==> config.mk <==
export PLATFORM = sky130hd
export DESIGN_NAME = sha256_dout_collector_flat
export DESIGN_NICKNAME = d
export VERILOG_FILES = /design/src/rtl/sha256_dout_collector_if.sv /design/src/rtl/sha256_dout_collector.sv /design/src/flat_wrapper.sv
export SDC_FILE = /design/constraint.sdc
export NUM_CORES = 2
export LEC_CHECK = 0
export ABC_AREA = 1
export CAP_MARGIN = 15
export CORE_MARGIN = 2
export CORE_UTILIZATION = 52
export CTS_BUF_LIST = sky130_fd_sc_hd__clkbuf_8 sky130_fd_sc_hd__clkbuf_16
export CTS_CLUSTER_SIZE = 16
export DETAILED_ROUTE_END_ITERATION = 7
export PLACE_DENSITY = 0.71
export SYNTH_ARGS = -nofsm -noshare
export SYNTH_HDL_FRONTEND = slang
export SYNTH_SLANG_ARGS = --single-unit
==> constraint.sdc <==
create_clock -name clk -period 14.7 [get_ports clk]
set_clock_uncertainty 0.1 [all_clocks]
set_input_delay 2.94 -clock clk [delete_from_list [all_inputs] [get_ports clk]]
set_output_delay 2.94 -clock clk [all_outputs]
set_load 0.005 [all_outputs]
==> src/rtl/sha256_dout_collector_if.sv <==
// Digest collector bus: per-channel digest strobes in, tagged OUT_W-bit beat stream out.
// master = producer/sink side, slave = collector side.
interface sha256_dout_collector_if #(
   parameter int NUM_CH   = 2,
   parameter int DIGEST_W = 256,
   parameter int OUT_W    = 32,
   parameter int DEPTH    = 4
);
   localparam int CH_W  = (NUM_CH > 1) ? $clog2(NUM_CH) : 1;
   localparam int LVL_W = $clog2(DEPTH + 1);

   logic [NUM_CH-1:0]          ch_dout_vld;
   logic [NUM_CH*DIGEST_W-1:0] ch_dout;
   logic                       out_vld;
   logic                       out_rdy;
   logic [OUT_W-1:0]           out_data;
   logic [CH_W-1:0]            out_ch;
   logic                       out_last;
   logic [NUM_CH-1:0]          ovf;
   logic                       ovf_clr;
   logic [LVL_W-1:0]           fifo_level;

   modport master (
      output ch_dout_vld, ch_dout, out_rdy, ovf_clr,
      input  out_vld, out_data, out_ch, out_last, ovf, fifo_level
   );

   modport slave (
      input  ch_dout_vld, ch_dout, out_rdy, ovf_clr,
      output out_vld, out_data, out_ch, out_last, ovf, fifo_level
   );
endinterface

==> src/rtl/sha256_dout_collector.sv <==
// Captures NUM_CH digest strobes, round-robins them into a FIFO and serialises them MSB-beat-first.
// Define SHA256_DOUT_BYTESWAP_EN to byte-reverse every output beat for little-endian sinks.
module sha256_dout_collector #(
   parameter int NUM_CH   = 2,
   parameter int DIGEST_W = 256,
   parameter int OUT_W    = 32,
   parameter int DEPTH    = 4
) (
   input logic                    clk,
   input logic                    rst_n,
   sha256_dout_collector_if.slave bus
);
   localparam int BEATS = DIGEST_W / OUT_W;
   localparam int CH_W  = (NUM_CH > 1) ? $clog2(NUM_CH) : 1;
   localparam int PTR_W = $clog2(DEPTH);
   localparam int LVL_W = $clog2(DEPTH + 1);
   localparam int CNT_W = (BEATS > 1) ? $clog2(BEATS) : 1;
   localparam int ENT_W = CH_W + DIGEST_W;

   // state  | meaning
   // S_IDLE | no digest loaded, waiting for FIFO entry
   // S_SEND | shifting out beats of loaded digest
   typedef enum logic {S_IDLE, S_SEND} state_t;

   logic [DIGEST_W-1:0] r_hold [NUM_CH];
   logic [NUM_CH-1:0]   r_pend;
   logic [NUM_CH-1:0]   r_ovf;
   logic [CH_W-1:0]     r_rr;
   logic [ENT_W-1:0]    r_mem [DEPTH];
   logic [PTR_W-1:0]    r_wp;
   logic [PTR_W-1:0]    r_rp;
   logic [LVL_W-1:0]    r_level;
   state_t              r_state;
   logic [DIGEST_W-1:0] r_shift;
   logic [CNT_W-1:0]    r_cnt;
   logic [CH_W-1:0]     r_ch;
   logic                r_vld;
   logic                r_last;

   logic                w_empty;
   logic                w_full;
   logic                w_accept;
   logic                w_pop;
   logic                w_push;
   logic                w_gnt_vld;
   logic [CH_W-1:0]     w_gnt_ch;
   logic [NUM_CH-1:0]   w_gnt_oh;
   logic [NUM_CH-1:0]   w_store;
   logic [NUM_CH-1:0]   w_drop;
   logic [ENT_W-1:0]    w_head;
   logic [OUT_W-1:0]    w_beat;

   function automatic logic [CH_W-1:0] f_rr_idx(input logic [CH_W-1:0] base, input int off);
      return CH_W'((int'(base) + off) % NUM_CH);
   endfunction

   assign w_empty  = (r_level == '0);
   assign w_full   = (r_level == LVL_W'(DEPTH));
   assign w_accept = r_vld && bus.out_rdy;
   // The serialiser loads whenever it is idle or its last beat leaves, so a pop frees a slot this cycle.
   assign w_pop    = !w_empty && ((r_state == S_IDLE) || (w_accept && r_last));
   assign w_push   = w_gnt_vld && (!w_full || w_pop);
   assign w_head   = r_mem[r_rp];

   always_comb begin
      w_gnt_vld = 1'b0;
      w_gnt_ch  = '0;
      for (int k = NUM_CH - 1; k >= 0; k--) begin
         if (r_pend[f_rr_idx(r_rr, k)]) begin
            w_gnt_vld = 1'b1;
            w_gnt_ch  = f_rr_idx(r_rr, k);
         end
      end
   end

   always_comb begin
      w_gnt_oh = '0;
      w_store  = '0;
      w_drop   = '0;
      for (int i = 0; i < NUM_CH; i++) begin
         w_gnt_oh[i] = w_push && (w_gnt_ch == CH_W'(i));
         w_store[i]  = bus.ch_dout_vld[i] && (!r_pend[i] || w_gnt_oh[i]);
         w_drop[i]   = bus.ch_dout_vld[i] && !w_store[i];
      end
   end

   always_ff @(posedge clk or negedge rst_n) begin
      if (!rst_n) begin
         r_pend  <= '0;
         r_ovf   <= '0;
         r_rr    <= '0;
         r_wp    <= '0;
         r_rp    <= '0;
         r_level <= '0;
      end else begin
         r_pend <= (r_pend & ~w_gnt_oh) | w_store;
         r_ovf  <= (r_ovf & ~{NUM_CH{bus.ovf_clr}}) | w_drop;
         if (w_push) begin
            r_rr <= f_rr_idx(w_gnt_ch, 1);
            r_wp <= r_wp + PTR_W'(1);
         end
         if (w_pop) r_rp <= r_rp + PTR_W'(1);
         case ({w_push, w_pop})
            2'b10:   r_level <= r_level + LVL_W'(1);
            2'b01:   r_level <= r_level - LVL_W'(1);
            default: r_level <= r_level;
         endcase
      end
   end

   always_ff @(posedge clk) begin
      for (int i = 0; i < NUM_CH; i++) begin
         if (w_store[i]) r_hold[i] <= bus.ch_dout[i*DIGEST_W +: DIGEST_W];
      end
      if (w_push) r_mem[r_wp] <= {w_gnt_ch, r_hold[w_gnt_ch]};
   end

   always_ff @(posedge clk or negedge rst_n) begin
      if (!rst_n) begin
         r_state <= S_IDLE;
         r_shift <= '0;
         r_cnt   <= '0;
         r_ch    <= '0;
         r_vld   <= 1'b0;
         r_last  <= 1'b0;
      end else if (w_pop) begin
         r_state <= S_SEND;
         r_shift <= w_head[DIGEST_W-1:0];
         r_ch    <= w_head[ENT_W-1 -: CH_W];
         r_cnt   <= '0;
         r_vld   <= 1'b1;
         r_last  <= (BEATS == 1);
      end else if (w_accept) begin
         if (r_last) begin
            r_state <= S_IDLE;
            r_vld   <= 1'b0;
            r_last  <= 1'b0;
         end else begin
            r_shift <= r_shift << OUT_W;
            r_cnt   <= r_cnt + CNT_W'(1);
            r_last  <= (int'(r_cnt) + 2 == BEATS);
         end
      end
   end

   always_comb begin
      w_beat = r_shift[DIGEST_W-1 -: OUT_W];
`ifdef SHA256_DOUT_BYTESWAP_EN
      for (int b = 0; b < OUT_W / 8; b++) begin
         w_beat[b*8 +: 8] = r_shift[DIGEST_W-1-b*8 -: 8];
      end
`endif
   end

   assign bus.out_vld    = r_vld;
   assign bus.out_data   = w_beat;
   assign bus.out_ch     = r_ch;
   assign bus.out_last   = r_last;
   assign bus.ovf        = r_ovf;
   assign bus.fifo_level = r_level;
endmodule

==> src/flat_wrapper.sv <==
// flat-port wrapper written by rule: the top's interface ports become plain ports
module sha256_dout_collector_flat 
#(
   parameter int NUM_CH   = 2,
   parameter int DIGEST_W = 256,
   parameter int OUT_W    = 32,
   parameter int DEPTH    = 4
)
  (clk, rst_n, bus_ch_dout_vld, bus_ch_dout, bus_out_rdy, bus_ovf_clr, bus_out_vld, bus_out_data, bus_out_ch, bus_out_last, bus_ovf, bus_fifo_level);
  sha256_dout_collector_if #(.NUM_CH(NUM_CH), .DIGEST_W(DIGEST_W), .OUT_W(OUT_W), .DEPTH(DEPTH)) bus_i ();
  input logic clk;
  input logic rst_n;
  input wire logic [$bits(bus_i.ch_dout_vld)-1:0] bus_ch_dout_vld;
  input wire logic [$bits(bus_i.ch_dout)-1:0] bus_ch_dout;
  input wire logic [$bits(bus_i.out_rdy)-1:0] bus_out_rdy;
  input wire logic [$bits(bus_i.ovf_clr)-1:0] bus_ovf_clr;
  output wire logic [$bits(bus_i.out_vld)-1:0] bus_out_vld;
  output wire logic [$bits(bus_i.out_data)-1:0] bus_out_data;
  output wire logic [$bits(bus_i.out_ch)-1:0] bus_out_ch;
  output wire logic [$bits(bus_i.out_last)-1:0] bus_out_last;
  output wire logic [$bits(bus_i.ovf)-1:0] bus_ovf;
  output wire logic [$bits(bus_i.fifo_level)-1:0] bus_fifo_level;
  assign bus_i.ch_dout_vld = bus_ch_dout_vld;
  assign bus_i.ch_dout = bus_ch_dout;
  assign bus_i.out_rdy = bus_out_rdy;
  assign bus_i.ovf_clr = bus_ovf_clr;
  assign bus_out_vld = bus_i.out_vld;
  assign bus_out_data = bus_i.out_data;
  assign bus_out_ch = bus_i.out_ch;
  assign bus_out_last = bus_i.out_last;
  assign bus_ovf = bus_i.ovf;
  assign bus_fifo_level = bus_i.fifo_level;
  sha256_dout_collector #(.NUM_CH(NUM_CH), .DIGEST_W(DIGEST_W), .OUT_W(OUT_W), .DEPTH(DEPTH)) u_core (.clk(clk), .rst_n(rst_n), .bus(bus_i));
endmodule
==> results.py <==
metrics = {
    "clock_network": {
        "path_clk_slew_ps": 60,
        "root_buffer": "clkbuf_16",
        "ctsResizeCount": 0,
        "cts_buffer_depth": 3,
        "clock-sinks": 1814,
        "cts_setup_buffers": 0,
        "cts_tree": "done",
        "cts_hold_buf": 0,
        "htree_levels": 4,
        "cts_buffers": 181,
        "clk_latency_ps": 810,
    },
    "layout": {
        "multi_input_area_um2": 14660,
        "final_area_um2": 82650,
        "final_common_cell": "nand2_1",
        "stdcell_count": 8227,
        "regArea_um2": 53110,
        "utilization_pct": 61.85,
        "drive_gt1_share_pct": 4.987,
        "nFillCells": 10030,
        "layout_common_cells": "nand2_1, edfxtp_1, clkdlybuf4s50_1, nor2_1, o21ai_0",
        "fin_nets": 6835,
        "area_delta_synth_final_pct": 17.87,
    },
    "sta": {
        "tightest_slew_ps": 1480,
        "slew_viol_final": 0,
        "relSlewSlack_pct": 1.329,
        "post-route-period-util_pct": 44.11,
        "hold_viol_final": 0,
        "fmax_ghz": 0.1542,
        "fin_crit_ps": 6484,
        "final.setup.worst_slack_ps": 8216,
        "setup_viol": 0,
        "rsz0062_at_grt": "no",
        "hold_ws_ps": 383.2,
    },
    "die": {
        "die_x_um": 371.2,
        "start_util_pct": 52.48,
        "dieArea_um2": 137800,
        "rows": 134,
        "pin_count": 558,
        "coreArea_um2": 133600,
        "fp.dieH_um": 371.2,
    },
    "drt": {
        "drc": 0,
        "detail_route.first_pass.iterations": 5,
        "vias": 44110,
        "drt_wl_total_um": 172000,
        "final_antenna_net_count": 0,
        "wl_per_cell_um": 20.90,
        "dr.first_iter.drc_count": 4121,
        "viasPerCell": 5.362,
    },
    "synthesis": {
        "synth_area_leaders": "edfxtp_1, nand2_1, dfrtp_1",
        "synth_nets": 6401,
        "synth_cell_type_count": 25,
        "ys_ff_latch": 1814,
        "yosys_warnings": 0,
        "synthDominantCellAreaShare_pct": 65.95,
        "synth_top_cell_by_area": "edfxtp_1",
        "seq_area_frac_synth_pct": 75.72,
        "netlist_area_um2": 70120,
        "avgSynthCellArea_um2": 11.94,
        "synth_cells": 5875,
    },
    "placement": {
        "pre_cts_slack_ps": 7414,
        "post_dp_cell_area_um2": 76770,
        "gp_routability_congestion": 0.8500,
        "port_buffers": 557,
        "placed_cells": 7894,
        "dpl.hpwl_um": 105400,
    },
    "power_and_ir_drop": {
        "p_comb_share_pct": 31.1,
        "internal_power_w": 0.01267,
        "switching_power_w": 0.007304,
        "power_leakage_nw": 31.88,
        "p_sw_share_pct": 36.57,
        "seqPwrFrac_pct": 46.2,
        "irDropWorstVdd_mv": 0.2229,
        "power_density_nw_per_um2": 241.7,
        "clock_power_share_pct": 22.7,
    },
    "global_routing": {
        "grt_usage_pct": 24.65,
        "grt_pass1_vias": 42390,
        "overflow": 0,
        "antenna_found_initial": 2,
        "grt_start_max_net_pins": 192,
        "grt_first_pass_wirelength_um": 255500,
    },
    "critical_path": {
        "path_class": "input pin to flip-flop",
        "crit_arrival_ps": 6790,
        "worst_setup_path_start_kind": "input pin",
        "worst_ep_required_time_ps": 15010,
        "crit_path_end_kind": "flip-flop",
        "crit_path_max_fanout": 65,
    },
    "worst_hold_path": {
        "hp-class": "flip-flop to flip-flop",
    },
    "run_status": {
        "status": "complete, no violations",
    },
    "flow_run": {
        "cap_violations": 0,
    },
}
critical path, cell delays in order:
cell             delay, ps
clkdlybuf4s50_1        550
nand2_1                 80
nand2_1                210
inv_1                   70
nand2_1                120
nand2_1                340
nor2_4                 590
buf_4                  860
buf_4                  880
power groups by stage:
| stage | Clock (W) | Combinational [W] | Sequential (W) |
|---|---|---|---|
| 6_report | 0.00453 | 0.00621 | 0.00924 |
| 5_1_grt | 0.00480 | 0.00686 | 0.00940 |
| 4_1_cts | 0.00459 | 0.00629 | 0.00922 |
| 3_5_place_dp | 0 | 0.00625 | 0.00931 |
| 3_3_place_gp | 0 | 0.00612 | 0.00924 |
| 2_1_floorplan | 0 | 0.00390 | 0.00969 |
final cells by class:
| cell class | count | area share, % |
|---|---|---|
| Timing Repair Buffer | 603 | 7.245 |
| Sequential cell | 1814 | 64.25 |
| Tap cell | 1768 | 2.676 |
| Inverter | 203 | 0.9673 |
| Clock buffer | 193 | 5.748 |
| Clock inverter | 138 | 1.364 |
| Multi-Input combinational cell | 3506 | 17.74 |
| Antenna cell | 2 | 0.006055 |
final timing paths:
| kind | to | slack (ps) | cells past startpoint | startpoint |
|---|---|---|---|---|
| worst max register to register | u_core.r_hold[0][15]$_DFFE_PP_ | 10220 | 6 | u_core.r_pend[0]$_DFF_PN0_ |
| worst min register to register | u_core.r_rr$_DFFE_PN0P_ | 380 | 2 | u_core.r_rr$_DFFE_PN0P_ |
| worst min-delay path | u_core.r_rr$_DFFE_PN0P_ | 380 | 2 | u_core.r_rr$_DFFE_PN0P_ |
| max in group asynchronous | u_core.r_shift[3]$_DFFE_PN0P_ | 10900 | 2 | rst_n |
| min in group asynchronous | u_core.bus.ovf[1]$_DFF_PN0_ | 2020 | 1 | rst_n |
| worst max-delay path | u_core.r_mem[0][15]$_DFFE_PP_ | 8220 | 9 | bus_out_rdy |
synth_stat cells (all sizes together):
cell type  count
edfxtp      1540
nand3        363
clkbuf       159
o21a           1
clkinv         2
a21oi         69
o22ai         14
xnor2          1
or2           12
ha             7
buf          193
xor2           3
fa             1
dfrtp        274
o21ai        519
nor2         430
nand2       2073
o211ai        13
inv          201
through the flow:
step / setup TNS (ps) / power, W
2_1_floorplan: -350000 / 0.01359
3_3_place_gp: 0 / 0.01536
3_5_place_dp: 0 / 0.01556
4_1_cts: 0 / 0.02010
5_1_grt: 0 / 0.02106
6_report: 0 / 0.01998
registers in the layout (all words and copies together) (netlist names), 2 cells and up:
name / flops
u_core.r_wp: 2
u_core.r_shift: 256
u_core.bus.fifo_level: 3
u_core.r_pend: 2
u_core.r_rp: 2
u_core.bus.ovf: 2
u_core.r_hold: 512
u_core.r_mem: 1028
u_core.r_cnt: 3
logic make-up (layout without fill, tap and decap cells):
family,count (synthesis),after routing,synth area share [%]
fa+ha+maj,8,8,0.1534
xor+xnor,4,4,0.04997
other cells,0,2,0
flops,1814,1814,75.72
simple gates,2878,2878,16.10
compound gates,616,616,4.471
buf+inv,555,1137,3.497
metal layers:
metal | vias up | global-route usage, % | share of wire, %
li1 | 20770 | - | -
met1 | 21500 | 33.76 | 41
met2 | 1579 | 40.74 | 49
met3 | 261 | 3.785 | 6.6
met4 | 0 | 7.980 | 2.8
met5 | - | 0 | 0
Note: power is estimated with default switching activity, not from simulation.
